--- config.mk ---
export PLATFORM = sky130hd
export DESIGN_NAME = mem_arbiter
export DESIGN_NICKNAME = d
export VERILOG_FILES = /design/src/rtl/mem_arbiter_pkg.sv /design/src/rtl/mem_arbiter.sv
export SDC_FILE = /design/constraint.sdc
export NUM_CORES = 1
export LEC_CHECK = 0
export CORE_ASPECT_RATIO = 0.6
export CORE_MARGIN = 10
export CORE_UTILIZATION = 26
export CTS_CLUSTER_DIAMETER = 80
export DETAILED_ROUTE_END_ITERATION = 10
export GPL_TIMING_DRIVEN = 0
export PLACE_DENSITY = 0.92
export SYNTH_ARGS = -nofsm -noshare
export SYNTH_HDL_FRONTEND = slang
export SYNTH_SLANG_ARGS = --single-unit
export TNS_END_PERCENT = 20
--- constraint.sdc ---
create_clock -name clk -period 2.3 [get_ports clk]
set_input_delay 0.23 -clock clk [delete_from_list [all_inputs] [get_ports clk]]
set_output_delay 0.23 -clock clk [all_outputs]
set_load 0.1 [all_outputs]
--- src/rtl/mem_arbiter_pkg.sv ---
// Shared definitions for the data-memory arbiter: FSM encoding and starvation limit.
package mem_arbiter_pkg;

  typedef enum logic {
    NORM     = 1'b0,
    EXT_RESP = 1'b1
  } arb_state_t;

  localparam int STARVE_MAX_DEF = 4;
  localparam int CNT_W          = 4;

endpackage

--- src/rtl/mem_arbiter.sv ---
// Data-memory arbiter between the pipeline MEM stage (zero latency) and a secondary
// loader/debug port (one-cycle acked), with a starvation bound on the secondary port.
//
// state    | meaning
// NORM     | ext may be granted; CPU grants count toward the starvation bound
// EXT_RESP | ext_ack pulses; ext is not granted, CPU may be
module mem_arbiter
  import mem_arbiter_pkg::*;
#(
  parameter int STARVE_MAX = STARVE_MAX_DEF
) (
  input  logic        clk,
  input  logic        reset,
  input  logic        cpu_req,
  input  logic        cpu_we,
  input  logic [31:0] cpu_addr,
  input  logic [31:0] cpu_wdata,
  output logic [31:0] cpu_rdata,
  output logic        cpu_stall,
  input  logic        ext_req,
  input  logic        ext_we,
  input  logic [31:0] ext_addr,
  input  logic [31:0] ext_wdata,
  output logic        ext_ack,
  output logic [31:0] ext_rdata,
  output logic        ext_err,
  output logic [31:0] dm_addr,
  output logic [31:0] dm_wdata,
  output logic        dm_we,
  input  logic [31:0] dm_rdata
);

  localparam logic [CNT_W-1:0] CNT_MAX = CNT_W'(STARVE_MAX);

  arb_state_t       state;
  logic [CNT_W-1:0] starve_cnt;
  logic             ext_armed;
  logic             ext_misaligned;
  logic             ext_elig;
  logic             grant_ext;
  logic             grant_cpu;

  assign ext_misaligned = (ext_addr[1:0] != 2'b00);
  // ext_armed blocks re-serving a request that stayed high past its ack
  assign ext_elig       = ext_req && (state == NORM) && ext_armed;
  assign grant_ext      = ext_elig && (!cpu_req || (starve_cnt == CNT_MAX));
  assign grant_cpu      = cpu_req && !grant_ext;

  always_comb begin
    dm_addr  = '0;
    dm_wdata = '0;
    dm_we    = 1'b0;
    if (grant_ext) begin
      dm_addr  = ext_addr;
      dm_wdata = ext_wdata;
      dm_we    = ext_we && !ext_misaligned;
    end else if (grant_cpu) begin
      dm_addr  = cpu_addr;
      dm_wdata = cpu_wdata;
      dm_we    = cpu_we;
    end
    if (!reset) dm_we = 1'b0;
  end

  assign cpu_rdata = grant_cpu ? dm_rdata : '0;
  assign cpu_stall = cpu_req && !grant_cpu;

  always_ff @(posedge clk or negedge reset) begin
    if (!reset) begin
      state      <= NORM;
      starve_cnt <= '0;
      ext_armed  <= 1'b1;
      ext_ack    <= 1'b0;
      ext_err    <= 1'b0;
      ext_rdata  <= '0;
    end else begin
      case (state)
        NORM:     state <= grant_ext ? EXT_RESP : NORM;
        EXT_RESP: state <= NORM;
        default:  state <= NORM;
      endcase

      ext_ack   <= grant_ext;
      ext_err   <= grant_ext && ext_misaligned;
      ext_rdata <= (grant_ext && !ext_misaligned) ? dm_rdata : '0;

      if (!ext_req)       ext_armed <= 1'b1;
      else if (grant_ext) ext_armed <= 1'b0;

      if (grant_ext || !ext_req)
        starve_cnt <= '0;
      else if (grant_cpu && (state == NORM) && (starve_cnt != CNT_MAX))
        starve_cnt <= starve_cnt + 1'b1;
    end
  end

endmodule

### Word level (Yosys, flattened, before mapping)

Index checks and enable logic that the tools add are counted.

| word-level totals | value |
|---|---|
| bits in registers | 40 |

| cells by class | value |
|---|---|
| reduce and logical (&&, ||, !) cells | 19 |
| mux-type cells | 15 |
| equality and inequality tests | 3 |
| bitwise operators | 1 |
| add/subtract/negate cells | 1 |

Operators with widths:

| operator | number |
|---|---|
| two-way mux 32 bit | 6 |
| logical AND 1 bit | 10 |
| two-way mux 4 bit | 2 |
| two-way mux 1 bit | 6 |
| logical NOT 1 bit | 5 |
| adder 4 x 1 -> 4 bit, second input constant | 1 |
| equality test 4 x 3 -> 1 bit, second input constant | 1 |
| != test 4 x 3 -> 1 bit, second input constant | 1 |
| nonzero test 2 bit | 2 |
| logical OR 1 bit | 2 |
| != test 2 x 1 -> 1 bit, second input constant | 1 |
| one-hot mux 1 bit (2 select lines) | 1 |
| inverter 1 bit | 1 |

### Longest topological paths before layout

| logic depth | value |
|---|---|
| word-level depth | 10 |
| mapped depth | 8 |

### Least setup slack after synthesis

Ideal clock, no wire load.

| path | value |
|---|---|
| path type | register to output |
| start point | register starve_cnt[0] |
| end point | output cpu_stall |
| stages on the path, launching flop included | 5 |
| path slack | -789 ps |
| data arrival time | 2859 ps |
| buffers on the path | 0 |
| cells stage by stage | dfrtp_1 inv_1 ha_1 nand3b_4 nor3_1 |

| on the way | value |
|---|---|
| longest elaborated chain between the ends | 7 |

RTL lines:

| item | RTL line | text |
|---|---|---|
| from (decl) | mem_arbiter.sv:36 | `logic [CNT_W-1:0] starve_cnt;` |
| from (signal assigned) | mem_arbiter.sv:93 | `starve_cnt <= starve_cnt + 1'b1;` |
| equality test 4 x 3 -> 1 bit | mem_arbiter.sv:46 | `assign grant_ext = ext_elig && (!cpu_req \|\| (starve_cnt == CNT_MAX));` |
| logical OR 1 bit | mem_arbiter.sv:46 |  |
| logical AND 1 bit | mem_arbiter.sv:46 |  |
| logical NOT 1 bit | mem_arbiter.sv:47 | `assign grant_cpu = cpu_req && !grant_ext;` |
| logical AND 1 bit | mem_arbiter.sv:47 |  |
| logical NOT 1 bit | mem_arbiter.sv:66 | `assign cpu_stall = cpu_req && !grant_cpu;` |
| logical AND 1 bit | mem_arbiter.sv:66 |  |
| to (decl) | mem_arbiter.sv:19 | `output logic cpu_stall,` |

Every way passes these cells.

### Final worst setup path

| path | value |
|---|---|
| start point | register starve_cnt[0] |
| end point | output dm_addr[20] |

| on the way | value |
|---|---|
| longest elaborated chain between the ends | 7 |

RTL lines:

| item | RTL line | text |
|---|---|---|
| equality test 4 x 3 -> 1 bit * | mem_arbiter.sv:46 |  |
| logical OR 1 bit * | mem_arbiter.sv:46 |  |
| logical AND 1 bit * | mem_arbiter.sv:46 |  |
| logical NOT 1 bit | mem_arbiter.sv:47 |  |
| logical AND 1 bit | mem_arbiter.sv:47 |  |
| two-way mux 32 bit | mem_arbiter.sv:57 | `end else if (grant_cpu) begin` |
| two-way mux 32 bit * | mem_arbiter.sv:53 | `if (grant_ext) begin` |
| to (decl) | mem_arbiter.sv:27 | `output logic [31:0] dm_addr,` |

Every way passes the cells marked *; elsewhere a longest branch is shown, timed or not.

==> results.md <==
* Status: finished, violations left
* Failing checks: setup timing
* CTS H-tree lvls at 2
* Worst-Skew Late Latency at 0.28 ns
* # rows at 27
* Relative slew slack at 32.79%
* Fin nets at 708
* Drt first pass iters at 4
* Total Routing Usage GR at 22.01%
* Final setup vio count at 28
* Pwr dens at 540.0 nW/um^2
* Clock transition at path regs at 0.06 ns
* Vias per Instance at 4.904
* RSZ-0062 raised after global routing: yes
* Number of vias in the routed layout at 3,222
* Die Wd at 144.1 um
* Main synth FF type: dfrtp_1
* Register bit count reported by yosys at 40
* Most frequent cells in the layout: clkdlybuf4s50_1, buf_6, a22o_1
* Cells after DPL at 639
* Root Driver: clkbuf_16
* Core area at 9087 sq um
* CP Data Arrival Time at 2.12 ns
* Routed Antenna Nets at 0
* Mapped Nets at 394
* Pwr Total at 3.283 mW
* IO buf count at 296
* Kind of critical path: reg -> out
* Number of synthesis warnings at 0
* Antenna violations before repair at 0
* Slew Limit Fails at 0
* Synth unique cells at 28
* Fillers at 667
* Initial Utilization at 26.45%
* Multi-input gate area at 1344 sq um
* Largest net degree at the start of global routing at 40
* Final worst path period share at 102.0%
* Post-synthesis instance total at 226
* DP HPWL at 13,470 um
* Critical Path Fanout Max at 10
* FF/Latch Area at 1002 sq um
* Global route total overflow at 0
* WL final at 16,410 um
* DRC viols at 0
* DR WL/cell at 24.98 um
* Routability cong. at 0.9214
* Number of synthesized flops with an enable pin at 0
* Mapped cell area at 2404 sq um
* Final worst setup slack at -0.04595 ns
* Final setup skew at 0.004910 ns
* Async SR Flop Fraction at 100.0%
* Max Clock Freq at 0.4263 GHz
* Vias in the first global route at 3,559
* Sequential cell area fraction in the yosys report at 41.70%
* Static leakage at 2.787 nW
* Final core occ at 66.90%
* CTS Buf Count at 5
* Detailed Route Iter0 Violations at 182
* Final hold vios at 0
* Share of cells above drive strength 1 at 34.94%
* Die area at 13,620 sq um
* Min-delay worst type: in -> reg
* Hold Slack at 0.2873 ns
* # diodes at 0
* Final non-filler cell total at 657
* I/O pin cnt at 298
* First-pass GRT wire length at 22,600 um
* Syn-to-layout area delta at 152.9%
* Clock Sinks at 40
* CTS tree: built
* Worst Tran Pin Value at 1.005 ns
* Endpoint type of the worst setup path: output pin
* CTS Buffer Depth at 2
* WP data required at 2.07 ns
* Startpoint Class: flop
* Commonest non-fill, non-tap cell in the layout: clkdlybuf4s50_1
* Die extent in y at 94.48 um
* Synth Area per Inst at 10.64 sq um
* MaxCap Viol Count at 0
* VDD IR max at 0.0003167 V
* Min Tclk post-route at 2.346 ns
[Yosys cell counts, types with 2 or more instances]
master     n  area, sq um
a211oi_1   3        22.52
a21oi_1    3        15.01
a22o_1    64        560.5
and2_1    36        225.2
and2_2    28        210.2
buf_2      9        45.04
buf_6      4        45.04
clkbuf_1   6        22.52
clkbuf_2   3        15.01
dfrtp_1   39        975.9
ha_1       2        25.02
inv_1      5        18.77
nand3_1    3        15.01
nand3b_4   2        40.04
nor3_1     2        10.01
o21a_1     2        15.01
o21ai_0    4        20.02
[power breakdown]
part | leakage (nW) | switching [mW] | internal [mW]
clock | 0.0669 | 0.279 | 0.400
sequential | 0.551 | 0.00691 | 0.719
combinational | 2.17 | 1.23 | 0.644
total | 2.79 | 1.52 | 1.76
[state kept, by name, indices dropped and copies added (netlist names)]
signal and count:
ext_rdata 32, starve_cnt 4, ext_ack 1, ext_armed 1, ext_err 1, state 1
[per-stage QoR]
stage / setup TNS, ns / setup slack, ns / area (sq um)
CTS: -0.1794 / -0.03195 / 5807
global placement: -82.83 / -1.748 / 5523
global route: -4.300 / -0.1106 / 6080
floorplan: -1.326 / -0.05227 / 2415
detailed placement: -83.76 / -1.075 / 5538
finish: -0.5625 / -0.04595 / 6080
[area by class of cell]
type,count,share of cell area (%)
plain buffers,22,2.881
clock buffers,6,2.120
clock inverters,2,0.2058
inverters,5,0.3087
multi-input cells,159,22.10
flip-flops and latches,40,16.48
well taps,116,2.387
repair buffers,307,53.51
[worst paths after layout]
path | startpoint | to | slack [ns] | cells after the start
worst max-delay path | starve_cnt[0] | dm_addr[20] | -0.05 | 7
worst min-delay path | cpu_req | state | 0.29 | 2
worst max register to register | starve_cnt[0] | ext_rdata[1] | 0.29 | 7
worst min register to register | ext_armed | ext_armed | 0.53 | 2
max in group asynchronous | reset | ext_armed | 1.52 | 3
min in group asynchronous | reset | ext_err | 0.30 | 2
[worst max-delay path, cell delays in order, from the launching register on]
cell and delay, ns:
dfrtp_1 0.40, inv_2 0.09, ha_4 0.16, nand3b_4 0.13
a21oi_4 0.32, buf_2 0.29, a22o_1 0.21, buf_6 0.24
[layer usage]
metal  vias up  GRT usage, %  share of wire (%)
li1       1460             -                  -
met1      1592         24.30                 35
met2       162         40.11                 55
met3         8         9.123                9.9
met4         0         2.453               0.46
met5         -             0                  0
[kinds of logic after synthesis]
logic type	after synthesis	synth area share (%)
fa+ha+maj	2	1.041
compound gates	79	28.27
buf+inv	27	6.090
simple gates	78	22.91
flops	40	41.70
[repair_timing]
action | CTS | global route
cloned | 0 | 1
buffers inserted | 5 | 3
hold buffers | 1 | 0
endpoints found under the setup margin | 98 | 97
pin swaps | 2 | 5
resized for setup | 668 | 63
endpoints found under the hold margin | 33 | 0
Note: power is estimated with default switching activity, not from simulation.
